==> config.mk <==
export PLATFORM = sky130hd
export DESIGN_NAME = washer_sequencer
export DESIGN_NICKNAME = d
export VERILOG_FILES = /design/src/rtl/washer_pkg.sv /design/src/rtl/btn_edge.sv /design/src/rtl/washer_sequencer.sv
export SDC_FILE = /design/constraint.sdc
export NUM_CORES = 1
export LEC_CHECK = 0
export BUFFER_PORTS_ARGS = -buffer_cell sky130_fd_sc_hd__buf_2
export CAP_MARGIN = 40
export CORE_MARGIN = 1
export CORE_UTILIZATION = 55
export CTS_CLUSTER_SIZE = 20
export DETAILED_ROUTE_END_ITERATION = 16
export GPL_TIMING_DRIVEN = 0
export PLACE_DENSITY = 0.84
export SETUP_SLACK_MARGIN = 0.1
export SLEW_MARGIN = 40
export SYNTH_ARGS = -nofsm -noshare
export SYNTH_HDL_FRONTEND = slang
export SYNTH_SLANG_ARGS = --single-unit
==> constraint.sdc <==
create_clock -name i_clk -period 3.8 [get_ports i_clk]
set_clock_uncertainty 0.05 [all_clocks]
set_input_delay 1.14 -clock i_clk [delete_from_list [all_inputs] [get_ports i_clk]]
set_output_delay 1.14 -clock i_clk [all_outputs]
set_load 0.02 [all_outputs]
==> src/rtl/washer_pkg.sv <==
// Shared definitions for the washer sequencer.
//   - Mode codes sent to the motor function stage.
//   - Course codes and the course -> first/last phase mapping.
//   - Phase indices (2 bits) and the sequencer state enum.
package washer_pkg;

  // Motor function stage mode codes.
  localparam logic [2:0] MODE_STOP  = 3'd0;
  localparam logic [2:0] MODE_WASH  = 3'd1;
  localparam logic [2:0] MODE_RINSE = 3'd2;
  localparam logic [2:0] MODE_SPIN  = 3'd3;

  // Course codes.
  localparam logic [1:0] COURSE_FULL       = 2'd0;  // wash -> rinse -> spin
  localparam logic [1:0] COURSE_WASH       = 2'd1;  // wash only
  localparam logic [1:0] COURSE_RINSE_SPIN = 2'd2;  // rinse -> spin
  localparam logic [1:0] COURSE_SPIN       = 2'd3;  // spin only

  // Phase indices; also the bit position in the phase LED vector.
  localparam logic [1:0] PHASE_WASH  = 2'd0;
  localparam logic [1:0] PHASE_RINSE = 2'd1;
  localparam logic [1:0] PHASE_SPIN  = 2'd2;

  typedef enum logic [1:0] {
    StIdle,
    StRun,
    StGap,
    StDone
  } state_e;

  typedef struct packed {
    logic [1:0] first;
    logic [1:0] last;
  } phase_range_t;

  function automatic phase_range_t course_phases(input logic [1:0] course);
    phase_range_t r;
    r.first = PHASE_SPIN;
    r.last  = PHASE_SPIN;
    case (course)
      COURSE_FULL: begin
        r.first = PHASE_WASH;
        r.last  = PHASE_SPIN;
      end
      COURSE_WASH: begin
        r.first = PHASE_WASH;
        r.last  = PHASE_WASH;
      end
      COURSE_RINSE_SPIN: begin
        r.first = PHASE_RINSE;
        r.last  = PHASE_SPIN;
      end
      COURSE_SPIN: begin
        r.first = PHASE_SPIN;
        r.last  = PHASE_SPIN;
      end
      default: ;
    endcase
    return r;
  endfunction

  function automatic logic [2:0] phase_to_mode(input logic [1:0] phase);
    logic [2:0] m;
    m = MODE_STOP;
    case (phase)
      PHASE_WASH:  m = MODE_WASH;
      PHASE_RINSE: m = MODE_RINSE;
      PHASE_SPIN:  m = MODE_SPIN;
      default:     m = MODE_STOP;
    endcase
    return m;
  endfunction

  function automatic logic [2:0] phase_to_led(input logic [1:0] phase);
    logic [2:0] led;
    led = 3'b000;
    case (phase)
      PHASE_WASH:  led = 3'b001;
      PHASE_RINSE: led = 3'b010;
      PHASE_SPIN:  led = 3'b100;
      default:     led = 3'b000;
    endcase
    return led;
  endfunction

endpackage

==> src/rtl/btn_edge.sv <==
// Button conditioner: 2-flop synchronizer followed by a registered rising-edge detector.
// Ports:
//   clk_i   - system clock
//   reset_i - synchronous active-high reset
//   btn_i   - raw asynchronous button level
//   pulse_o - one-cycle pulse, registered, 3 edges after btn_i first rises
module btn_edge (
  input  logic clk_i,
  input  logic reset_i,
  input  logic btn_i,
  output logic pulse_o
);

  logic meta_q;
  logic sync_q;
  logic prev_q;
  logic pulse_q;

  always_ff @(posedge clk_i) begin
    if (reset_i) begin
      meta_q  <= 1'b0;
      sync_q  <= 1'b0;
      prev_q  <= 1'b0;
      pulse_q <= 1'b0;
    end else begin
      meta_q  <= btn_i;
      sync_q  <= meta_q;
      prev_q  <= sync_q;
      pulse_q <= sync_q & ~prev_q;
    end
  end

  assign pulse_o = pulse_q;

endmodule

==> src/rtl/washer_sequencer.sv <==
// Washer course sequencer driving the motor function stage.
// Ports:
//   i_clk, i_reset              - clock, synchronous active-high reset
//   i_btn_start/course/stop     - raw asynchronous buttons
//   i_fin                       - phase-finished level from the motor stage (asynchronous)
//   o_mode                      - 0 stop, 1 wash, 2 rinse, 3 spin
//   o_course                    - selected course
//   o_phase_led                 - one-hot active phase while running
//   o_busy, o_done, o_buzz      - status and buzzer enable
module washer_sequencer
  import washer_pkg::*;
#(
  parameter int unsigned GAP_CYCLES  = 100_000_000,
  parameter int unsigned BUZZ_CYCLES = 300_000_000
) (
  input  logic       i_clk,
  input  logic       i_reset,
  input  logic       i_btn_start,
  input  logic       i_btn_course,
  input  logic       i_btn_stop,
  input  logic       i_fin,
  output logic [2:0] o_mode,
  output logic [1:0] o_course,
  output logic [2:0] o_phase_led,
  output logic       o_busy,
  output logic       o_done,
  output logic       o_buzz
);

  localparam int unsigned CntMax = (GAP_CYCLES > BUZZ_CYCLES) ? GAP_CYCLES : BUZZ_CYCLES;
  localparam int unsigned CntW   = $clog2(CntMax + 1);
  localparam logic [CntW-1:0] GapLast  = CntW'(GAP_CYCLES - 1);
  localparam logic [CntW-1:0] BuzzLast = CntW'(BUZZ_CYCLES - 1);

  logic start_p;
  logic course_p;
  logic stop_p;
  logic fin_meta_q;
  logic fin_s;

  btn_edge u_btn_start (
    .clk_i   (i_clk),
    .reset_i (i_reset),
    .btn_i   (i_btn_start),
    .pulse_o (start_p)
  );

  btn_edge u_btn_course (
    .clk_i   (i_clk),
    .reset_i (i_reset),
    .btn_i   (i_btn_course),
    .pulse_o (course_p)
  );

  btn_edge u_btn_stop (
    .clk_i   (i_clk),
    .reset_i (i_reset),
    .btn_i   (i_btn_stop),
    .pulse_o (stop_p)
  );

  // fin is a level, so only synchronize it; the armed flag handles edge qualification.
  always_ff @(posedge i_clk) begin
    if (i_reset) begin
      fin_meta_q <= 1'b0;
      fin_s      <= 1'b0;
    end else begin
      fin_meta_q <= i_fin;
      fin_s      <= fin_meta_q;
    end
  end

  state_e          state_q;
  logic [1:0]      phase_q;
  logic [1:0]      last_q;   // last phase of the course, latched at start
  logic            armed_q;  // fin_s has been seen low in this phase
  logic [CntW-1:0] cnt_q;
  phase_range_t    range;

  assign range = course_phases(o_course);

  always_ff @(posedge i_clk) begin
    if (i_reset) begin
      state_q     <= StIdle;
      phase_q     <= '0;
      last_q      <= '0;
      armed_q     <= 1'b0;
      cnt_q       <= '0;
      o_mode      <= MODE_STOP;
      o_course    <= '0;
      o_phase_led <= '0;
      o_busy      <= 1'b0;
      o_done      <= 1'b0;
      o_buzz      <= 1'b0;
    end else if (stop_p && (state_q != StIdle)) begin
      // Stop outranks fin and counter expiry; course selection is kept.
      state_q     <= StIdle;
      armed_q     <= 1'b0;
      cnt_q       <= '0;
      o_mode      <= MODE_STOP;
      o_phase_led <= '0;
      o_busy      <= 1'b0;
      o_done      <= 1'b0;
      o_buzz      <= 1'b0;
    end else begin
      case (state_q)
        StIdle: begin
          if (start_p) begin
            state_q     <= StRun;
            phase_q     <= range.first;
            last_q      <= range.last;
            armed_q     <= 1'b0;
            o_mode      <= phase_to_mode(range.first);
            o_phase_led <= phase_to_led(range.first);
            o_busy      <= 1'b1;
          end else if (course_p) begin
            o_course <= o_course + 2'd1;
          end
        end
        StRun: begin
          if (armed_q && fin_s) begin
            cnt_q       <= '0;
            o_mode      <= MODE_STOP;
            o_phase_led <= '0;
            if (phase_q == last_q) begin
              state_q <= StDone;
              o_busy  <= 1'b0;
              o_done  <= 1'b1;
              o_buzz  <= 1'b1;
            end else begin
              state_q <= StGap;
              phase_q <= phase_q + 2'd1;
            end
          end else if (!fin_s) begin
            armed_q <= 1'b1;
          end
        end
        StGap: begin
          if (cnt_q == GapLast) begin
            state_q     <= StRun;
            armed_q     <= 1'b0;
            cnt_q       <= '0;
            o_mode      <= phase_to_mode(phase_q);
            o_phase_led <= phase_to_led(phase_q);
          end else begin
            cnt_q <= cnt_q + 1'b1;
          end
        end
        StDone: begin
          if (cnt_q == BuzzLast) begin
            state_q <= StIdle;
            cnt_q   <= '0;
            o_done  <= 1'b0;
            o_buzz  <= 1'b0;
          end else begin
            cnt_q <= cnt_q + 1'b1;
          end
        end
        default: state_q <= StIdle;
      endcase
    end
  end

endmodule
==> impl_metrics.env, run 1 <==
export IMPL_status="complete, no violations"
export IMPL_netlist_top_cells_area="dfxtp_1 (40%), ha_1 (6.8%), nor2b_1 (3.8%), nand2_1 (3.5%), a31oi_1 (3.4%)"
export IMPL_numClockSinks=58
export IMPL_cp_num_cells=10
export IMPL_grt_max_degree=13
export IMPL_die_y_um=75.1
export IMPL_core_area_mm2=0.00514
export IMPL_drcViolationCount=0
export IMPL_crit_start="cnt_q[0]"
export IMPL_hold_viol_final=0
export IMPL_rsz0062_at_grt="false"
export IMPL_h_tree_depth=3
export IMPL_yosys_area_top_type_share_pct=39.5
export IMPL_path_clk_slew_ns=0.07
export IMPL_fin_nets=378
export IMPL_cp_num_buf_inv=3
export IMPL_grt_usage_pct=24.0
export IMPL_grt_ovfl_total=0
export IMPL_post_route_period_util_pct=67.9
export IMPL_syn_inst=331
export IMPL_r2r_end="cnt_q[5]"
export IMPL_synth_seq_cells=58
export IMPL_fp_dieW_um=75.1
export IMPL_drt_wl_total_mm=5.95
export IMPL_placed_area_mm2=0.00309
export IMPL_place_ws_ns=0.985
export IMPL_grt_pass1_vias=2215
export IMPL_worst_path_largest_cell_delay_ns=0.49
export IMPL_drv_cap=0
export IMPL_syn_area_per_cell_um2=8.87
export IMPL_leakagePower_nw=1.26
export IMPL_synthesis_area_mm2=0.00294
export IMPL_cts_made_buffers=9
export IMPL_drt_iter0_markers=177
export IMPL_ys_seq_area_share_pct=39.5
export IMPL_layout_common_cells="dfxtp_1 (58), nand2_1 (27), nor2_1 (25)"
export IMPL_yosysWarnings=0
export IMPL_max_freq_mhz=388
export IMPL_setup_viol=0
export IMPL_drive_gt1_share_pct=13.9
export IMPL_hold_buffers=0
export IMPL_cp_endpoint="cnt_q[5]"
export IMPL_antenna_left=0
export IMPL_ys_types=56
export IMPL_cts_resized_gates=0
export IMPL_cts_setup_buffers=0
export IMPL_syn_to_final_growth_pct=13.1
export IMPL_clk_latency_ns=0.34
export IMPL_crit_path_end_kind="flip-flop"
export IMPL_cts_tree="built"
export IMPL_synthFlopType="dfxtp_1"
export IMPL_vias_per_cell=5.73
export IMPL_tightestPinTransition_ns=0.686
export IMPL_die_area_mm2=0.00564
export IMPL_worstPathRequired_ns=3.97
export IMPL_cp_top_family="compound AO/OA/AOI/OAI gates"
export IMPL_crit_reg2reg_launch="cnt_q[0]"
export IMPL_initial_core_util_pct=57.1
export IMPL_mostFrequentLayoutCell="dfxtp_1"
export IMPL_crit_slowest_cell="o41ai_4"
export IMPL_crit_path_max_fanout=10
export IMPL_worstRegToRegCells=10
export IMPL_wire_per_inst_um=13.8
export IMPL_synthesis_nets=353
export IMPL_place_inst=415
export IMPL_cp_start_kind="flip-flop"
export IMPL_multiInputGateArea_mm2=0.00162
export IMPL_setup_tns_ns=0
export IMPL_vdd_ir_drop_max_mv=0.426
export IMPL_synth_edf_count=0
export IMPL_yosys_area_top_type="dfxtp_1"
export IMPL_place_hpwl_mm=4.25
export IMPL_maxSlewViolCount=0
export IMPL_clockBufferDepth=2
export IMPL_period_needed_ns=2.58
export IMPL_hp_class="reg2reg"
export IMPL_final_cell_area_mm2=0.00332
export IMPL_r2r_slack_ns=1.22
export IMPL_antenna_found_initial=0
export IMPL_first_pass_iters=4
export IMPL_clock_root_buffer="clkbuf_8"
export IMPL_instances_no_fill=431
export IMPL_p_per_area_mw_per_mm2=553
export IMPL_place_gp_congestion=0.869
export IMPL_grt_pass1_wl_mm=10.1
export IMPL_utilization_pct=64.6
export IMPL_vias=2469
export IMPL_ioPinCount=17
export IMPL_async_reset_ff_share_pct=0
export IMPL_slew_limit_headroom_pct=54.2
export IMPL_regArea_mm2=0.00116
export IMPL_crit_chain="ha_1, and3_1, buf_2, nand3_2, o41ai_4, a21oi_2, buf_6, buf_8, a31oi_1, o31ai_1"
export IMPL_arrival_ns=2.75
export IMPL_crit_type="reg2reg"
export IMPL_rows=26
export IMPL_setup_slack_ns=1.22
export IMPL_n_antenna_cell=0
export IMPL_portBuffers=14
export IMPL_fillerInstances=456
[worst min path at each step]
stage          depth (start not counted)                start  slack (ns)                   end
2_1_floorplan                          1  u_btn_course.prev_q        0.32  u_btn_course.pulse_o
3_3_place_gp                           1  u_btn_course.prev_q        0.32  u_btn_course.pulse_o
3_5_place_dp                           1   u_btn_start.prev_q        0.33   u_btn_start.pulse_o
4_1_cts                                1   u_btn_start.prev_q        0.33   u_btn_start.pulse_o
5_1_grt                                1   u_btn_start.prev_q        0.34   u_btn_start.pulse_o
6_report                               1   u_btn_start.prev_q        0.33   u_btn_start.pulse_o
[area by class of cell]
class	instances	area share [%]
flip-flops and latches	58	35.0
well taps	70	2.64
plain buffers	18	3.13
multi-input cells	242	48.9
clock inverters	7	3.09
repair buffers	14	2.11
clock buffers	9	3.73
inverters	13	1.47
[synthesized netlist by cell type, drive strengths merged (5+ instances only)]
master,n
o21ai,9
nor2b,18
inv,13
and3,11
a31oi,16
clkbuf,10
xor2,6
nor3,8
buf,8
dfxtp,58
ha,16
mux2i,7
nand4,9
nand3,21
nor2,25
nand2,27
a21oi,18
o31ai,5
[per-layer routing]
metal	track usage [%]	share of wire [%]
met5	0	0
met4	12.4	2.1
met2	36.6	47
met1	30.8	46
met3	7.10	5.1
[worst reg2reg max path: cells and delay by family, from the launching register on]
kind	cells	cell delay, ns
AOI/OAI and AO/OA	4	0.94
adders and majority gates	1	0.23
buffers and inverters	3	0.48
DFF	1	0.43
and+or+nand+nor	2	0.34
[cell families (layout without fill, tap and decap cells)]
group | count (synthesis) | count (layout) | share of synthesized area [%]
fa+ha+maj | 16 | 16 | 6.82
xor+xnor | 10 | 10 | 2.98
compound gates | 69 | 69 | 16.8
other cells | 1 | 1 | 0.128
simple gates | 139 | 139 | 26.1
mux | 7 | 7 | 2.39
flops | 58 | 58 | 39.5
buf+inv | 31 | 61 | 5.20
[through the flow]
step	hold WS [ns]	total power, mW
6_report	0.332	1.84
2_1_floorplan	0.317	1.08
3_3_place_gp	0.321	1.19
5_1_grt	0.344	1.95
4_1_cts	0.335	1.85
3_5_place_dp	0.326	1.20
[flip-flops by register name, indices dropped and copies added, names as in the netlist, 2 cells and up]
| name | cells |
|---|---|
| phase_q | 2 |
| state_q | 2 |
| cnt_q | 29 |
| o_course | 2 |
| o_phase_led | 3 |
| o_mode | 2 |
[power by group]
part	switching [mW]	internal, mW	leakage, nW
combinational	0.326	0.179	0.681
clock	0.266	0.374	0.110
sequential	0.0361	0.655	0.471
No activity file was read; power rests on OpenSTA's default activity.
==> inputs of run 2 (changes only) <==
--- a/config.mk
+++ b/config.mk
@@ -8,11 +8,11 @@
 export BUFFER_PORTS_ARGS = -buffer_cell sky130_fd_sc_hd__buf_2
 export CAP_MARGIN = 40
 export CORE_MARGIN = 1
-export CORE_UTILIZATION = 55
+export CORE_UTILIZATION = 54
 export CTS_CLUSTER_SIZE = 20
 export DETAILED_ROUTE_END_ITERATION = 16
 export GPL_TIMING_DRIVEN = 0
-export PLACE_DENSITY = 0.84
+export PLACE_DENSITY = 0.86
 export SETUP_SLACK_MARGIN = 0.1
 export SLEW_MARGIN = 40
 export SYNTH_ARGS = -nofsm -noshare
==> constraint.sdc (replaced) <==
create_clock -name i_clk -period 2.2 [get_ports i_clk]
set_clock_uncertainty 0.05 [all_clocks]
set_input_delay 0.66 -clock i_clk [delete_from_list [all_inputs] [get_ports i_clk]]
set_output_delay 0.66 -clock i_clk [all_outputs]
set_load 0.02 [all_outputs]
==> run 2 against run 1 <==
  * The run now ends with setup timing left
  * Final cell count is 6.0% higher
  * Flip-flop and latch count stayed put
  * Wire length is 47% higher
  * Combinational power is 150% higher
  * Utilization is 12 points higher
  * Power is 94% higher
  * Sequential share of layout area is 4.7 points lower
==> impl_metrics.env, run 2 (same netlist as run 1, synthesis figures left out) <==
export IMPL_status="complete, but fails checks"
export IMPL_violations="setup timing"
export IMPL_top_regs="cnt_q (29), o_phase_led (3)"
export IMPL_first_pass_iters=5
export IMPL_fin_nets=404
export IMPL_drive_gt1_share_pct=36.2
export IMPL_initial_core_util_pct=56.8
export IMPL_grt_ovfl_total=0
export IMPL_layout_common_cells="dfxtp_1 (44), buf_4 (27), nand2_1 (25)"
export IMPL_grt_pass1_wl_mm=11.1
export IMPL_drt_wl_total_mm=8.73
export IMPL_antenna_left=0
export IMPL_die_area_mm2=0.00574
export IMPL_antenna_found_initial=0
export IMPL_top_register="cnt_q"
export IMPL_crit_chain="and3_2, nand4_4, o41ai_4, a21oi_2, buf_6, buf_12, a31oi_4, o31ai_2"
export IMPL_setup_slack_ns=-0.120
export IMPL_path_clk_slew_ns=0.07
export IMPL_grt_usage_pct=26.2
export IMPL_cts_made_buffers=9
export IMPL_setup_tns_ns=-1.36
export IMPL_grt_max_degree=13
export IMPL_drv_cap=0
export IMPL_power_frac_seq_pct=33.6
export IMPL_crit_slowest_cell="o41ai_4"
export IMPL_crit_path_max_fanout=5
export IMPL_core_area_mm2=0.00517
export IMPL_swShare_pct=36.9
export IMPL_fp_dieW_um=75.7
export IMPL_n_antenna_cell=0
export IMPL_crit_type="reg2reg"
export IMPL_period_needed_ns=2.32
export IMPL_ioPinCount=17
export IMPL_rows=26
export IMPL_p_comb_share_pct=34.8
export IMPL_p_per_area_mw_per_mm2=905
export IMPL_clk_latency_ns=0.35
export IMPL_placed_area_mm2=0.00310
export IMPL_drt_iter0_markers=374
export IMPL_post_route_period_util_pct=105
export IMPL_utilization_pct=76.1
export IMPL_mostFrequentLayoutCell="dfxtp_1"
export IMPL_vdd_ir_drop_max_mv=0.822
export IMPL_wire_per_inst_um=19.1
export IMPL_hold_viol_final=0
export IMPL_max_freq_mhz=431
export IMPL_slew_limit_headroom_pct=61.2
export IMPL_setup_viol=26
export IMPL_worst_path_largest_cell_delay_ns=0.55
export IMPL_tightestPinTransition_ns=0.577
export IMPL_rsz0062_at_grt="true"
export IMPL_syn_to_final_growth_pct=34.1
export IMPL_largest_reg_flops=29
export IMPL_arrival_ns=2.50
export IMPL_cp_start_kind="flip-flop"
export IMPL_internal_power_mw=2.25
export IMPL_die_y_um=75.7
export IMPL_leakagePower_nw=1.43
export IMPL_portBuffers=14
export IMPL_vias=2903
export IMPL_clock_root_buffer="clkbuf_8"
export IMPL_p_sw_mw=1.32
export IMPL_place_gp_congestion=0.898
export IMPL_crit_path_end_kind="flip-flop"
export IMPL_pwr_share_clk_pct=31.6
export IMPL_maxSlewViolCount=0
export IMPL_grt_pass1_vias=2442
export IMPL_numClockSinks=58
export IMPL_h_tree_depth=3
export IMPL_worstPathRequired_ns=2.38
export IMPL_cp_num_buf_inv=2
export IMPL_fillerInstances=287
export IMPL_cp_top_family="compound AO/OA/AOI/OAI gates"
export IMPL_drcViolationCount=0
export IMPL_vias_per_cell=6.35
export IMPL_final_cell_area_mm2=0.00394
export IMPL_clockBufferDepth=2
export IMPL_hp_class="reg2reg"
export IMPL_cts_tree="built"
export IMPL_place_hpwl_mm=4.37
## run 2: through the flow
stage / instances / setup WS (ns) / total power, mW / hold slack, ns
after detailed placement: 415 / -0.315 / 2.08 / 0.323
final: 457 / -0.120 / 3.56 / 0.336
after floorplan: 331 / 0.102 / 1.87 / 0.317
after global placement: 415 / -0.221 / 2.05 / 0.321
after CTS: 442 / -0.00567 / 3.29 / 0.340
after global routing: 457 / -0.196 / 3.70 / 0.360
## run 2: path summary, 6_finish.rpt
check,endpoint,cells past startpoint,from,slack [ns]
setup / recovery,cnt_q[5],8,cnt_q[22],-0.12
hold / removal,u_btn_course.pulse_o,1,u_btn_course.prev_q,0.34
setup reg to reg,cnt_q[5],8,cnt_q[22],-0.12
hold reg to reg,u_btn_course.pulse_o,1,u_btn_course.prev_q,0.34
## run 2: what timing repair did
item	in CTS	in global routing
pin swaps	10	34
buffers inserted	10	16
hold buffers	0	0
cloned	2	1
endpoints found under the setup margin	38	38
resized for setup	50	53
## run 2: routing by layer
layer  track usage [%]  vias up  part of all wire [%]
li1                  -     1295                     -
met1              31.8     1366                    41
met2              43.2      206                    47
met3              5.95       36                   8.7
met4              13.8        0                   3.6
met5                 0        -                     0
## run 2: final cells by class
cell class / count / area (um^2) / share of cell area (%)
clock inverter: 7 / 101 / 2.57
clock buffer: 9 / 124 / 3.15
inverter: 13 / 52.6 / 1.33
sequential: 58 / 1190 / 30.3
buffer: 15 / 109 / 2.76
multi-input combinational: 242 / 1950 / 49.5
tap: 70 / 87.6 / 2.22
timing repair buffer: 43 / 324 / 8.23
## run 2: worst reg2reg max path, delay by kind of cell (launching register included)
| family | cells | cell delay, ns |
|---|---|---|
| DFF | 1 | 0.44 |
| AOI/OAI and AO/OA | 4 | 0.96 |
| and+or+nand+nor | 2 | 0.46 |
| buffers and inverters | 2 | 0.29 |
## run 2: power by group through the flow
| stage | clock, mW | combinational (mW) | sequential, mW |
|---|---|---|---|
| floorplan | 0 | 0.616 | 1.25 |
| global placement | 0 | 0.832 | 1.21 |
| detailed placement | 0 | 0.863 | 1.22 |
| CTS | 1.12 | 0.974 | 1.20 |
| global route | 1.17 | 1.32 | 1.21 |
| finish | 1.12 | 1.24 | 1.20 |
==> inputs of run 3 (changes only) <==
--- a/config.mk
+++ b/config.mk
@@ -8,11 +8,12 @@
 export BUFFER_PORTS_ARGS = -buffer_cell sky130_fd_sc_hd__buf_2
 export CAP_MARGIN = 40
 export CORE_MARGIN = 1
-export CORE_UTILIZATION = 54
+export CORE_UTILIZATION = 55
+export CTS_BUF_LIST = sky130_fd_sc_hd__clkbuf_4 sky130_fd_sc_hd__clkbuf_8
 export CTS_CLUSTER_SIZE = 20
 export DETAILED_ROUTE_END_ITERATION = 16
 export GPL_TIMING_DRIVEN = 0
-export PLACE_DENSITY = 0.86
+export PLACE_DENSITY = 0.87
 export SETUP_SLACK_MARGIN = 0.1
 export SLEW_MARGIN = 40
 export SYNTH_ARGS = -nofsm -noshare
==> run 3 against run 2 <==
  * Design area decreased by 0.76%
  * Clock-buffer cell count unchanged
  * The flow still finishes with violations (setup timing)
  * Critical path depth is 1 lower
  * Power shrank 0.96%
  * Wire length shrank 3.9%
  * Hold slack better by 0.0057 ns
  * Global-route usage rose by 1.8 points
  * Largest power group unchanged
  * Clock power fell by 9%
  * Combinational power up 6%
  * Register-to-register slack got worse by 0.04 ns
==> impl_metrics.env, run 3 (same netlist as run 1, synthesis figures left out) <==
export IMPL_clock_root_buffer="clkbuf_8"
export IMPL_vdd_ir_drop_max_mv=0.977
export IMPL_die_area_mm2=0.00564
export IMPL_cts_tree="built"
export IMPL_vias_per_cell=6.18
export IMPL_portBuffers=14
export IMPL_worstPathRequired_ns=2.38
export IMPL_top_regs="cnt_q (29), o_phase_led (3)"
export IMPL_antenna_found_initial=0
export IMPL_crit_path_end_kind="flip-flop"
export IMPL_vias=2820
export IMPL_clockBufferDepth=2
export IMPL_worstRegToRegCells=7
export IMPL_antenna_left=0
export IMPL_slew_limit_headroom_pct=62.9
export IMPL_layout_common_cells="dfxtp_1 (49), buf_4 (24), nor2_1 (21)"
export IMPL_drcViolationCount=0
export IMPL_wire_per_inst_um=18.4
export IMPL_grt_ovfl_total=0
export IMPL_drt_wl_total_mm=8.39
export IMPL_leakagePower_nw=1.48
export IMPL_crit_path_max_fanout=9
export IMPL_crit_type="reg2reg"
export IMPL_ioPinCount=17
export IMPL_tightestPinTransition_ns=0.552
export IMPL_first_pass_iters=6
export IMPL_syn_to_final_growth_pct=33.1
export IMPL_top_register="cnt_q"
export IMPL_drv_cap=0
export IMPL_h_tree_depth=3
export IMPL_grt_pass1_vias=2456
export IMPL_core_area_mm2=0.00514
export IMPL_die_y_um=75.1
export IMPL_clk_latency_ns=0.36
export IMPL_numClockSinks=58
export IMPL_hold_depth=1
export IMPL_initial_core_util_pct=57.1
export IMPL_place_hpwl_mm=4.44
export IMPL_fin_nets=403
export IMPL_arrival_ns=2.55
export IMPL_fp_dieW_um=75.1
export IMPL_violations="setup timing"
export IMPL_maxSlewViolCount=0
export IMPL_drt_iter0_markers=301
export IMPL_mostFrequentLayoutCell="dfxtp_1"
export IMPL_n_antenna_cell=0
export IMPL_hold_viol_final=0
export IMPL_setup_slack_ns=-0.161
export IMPL_post_route_period_util_pct=107
export IMPL_rsz0062_at_grt="true"
export IMPL_cp_start_kind="flip-flop"
export IMPL_power_total_mw=3.53
export IMPL_hold_buffers=0
export IMPL_path_clk_slew_ns=0.07
export IMPL_rows=26
export IMPL_place_gp_congestion=0.832
export IMPL_status="complete, but fails checks"
export IMPL_grt_pass1_wl_mm=11.6
export IMPL_p_per_area_mw_per_mm2=903
export IMPL_drive_gt1_share_pct=35.0
export IMPL_setup_viol=19
export IMPL_grt_usage_pct=28.0
export IMPL_cts_made_buffers=9
export IMPL_utilization_pct=76.0
export IMPL_period_needed_ns=2.36
export IMPL_grt_max_degree=13
export IMPL_place_ws_ns=-0.282
export IMPL_largest_reg_flops=29
export IMPL_max_freq_mhz=423
export IMPL_hp_class="reg2reg"
## run 3: cell count changes in the layout (fill, tap and decap cells not counted), sizes merged
cell,delta
inv,+1
bufinv,-1
buf,-1
## run 3: path summary, 6_finish.rpt
path | slack, ns | endpoint | from
worst max-delay path | -0.16 | cnt_q[10] | cnt_q[26]
worst min-delay path | 0.34 | u_btn_course.pulse_o | u_btn_course.prev_q
worst max register to register | -0.16 | cnt_q[10] | cnt_q[26]
worst min register to register | 0.34 | u_btn_course.pulse_o | u_btn_course.prev_q
## run 3: power breakdown
part / total, mW / switching [mW] / internal (mW) / leakage (nW)
clock network: 1.02 / 0.490 / 0.529 / 0.0921
logic: 1.31 / 0.779 / 0.529 / 0.914
registers: 1.20 / 0.0744 / 1.13 / 0.477
## run 3: what timing repair did
action / CTS / global route
endpoints found under the setup margin: 36 / 37
pin swaps: 16 / 25
setup buffers: 10 / 15
cloned: 1 / 1
resized for setup: 42 / 58
## run 3: layout make-up
cell class	count	area, um^2
tap	70	87.6
multi-input combinational	242	1940
clock inverter	7	78.8
inverter	13	48.8
sequential	58	1180
clock buffer	9	124
buffer	17	130
timing repair buffer	40	309
fill	331	1230
## run 3: metal layers
layer,wire length (um),GRT usage (%)
met3,482,10.0
met2,4200,45.3
met5,0,0
met4,375,12.6
met1,3330,33.2
## run 3: critical path: stages (launching register included)
cell	delay [ns]
dfxtp_4	0.36
or4b_4	0.57
o41ai_4	0.48
a21oi_2	0.14
buf_6	0.16
buf_6	0.14
a21oi_1	0.21
o21ai_1	0.12
## run 3: through the flow
step	cells	setup TNS [ns]	instance area (um^2)	hold WS [ns]
6_report	456	-0.797	3910	0.342
5_1_grt	456	-2.69	3910	0.354
4_1_cts	441	0	3590	0.347
3_5_place_dp	415	-6.29	3100	0.337
3_3_place_gp	415	-4.25	3100	0.321
2_1_floorplan	331	0	2940	0.317
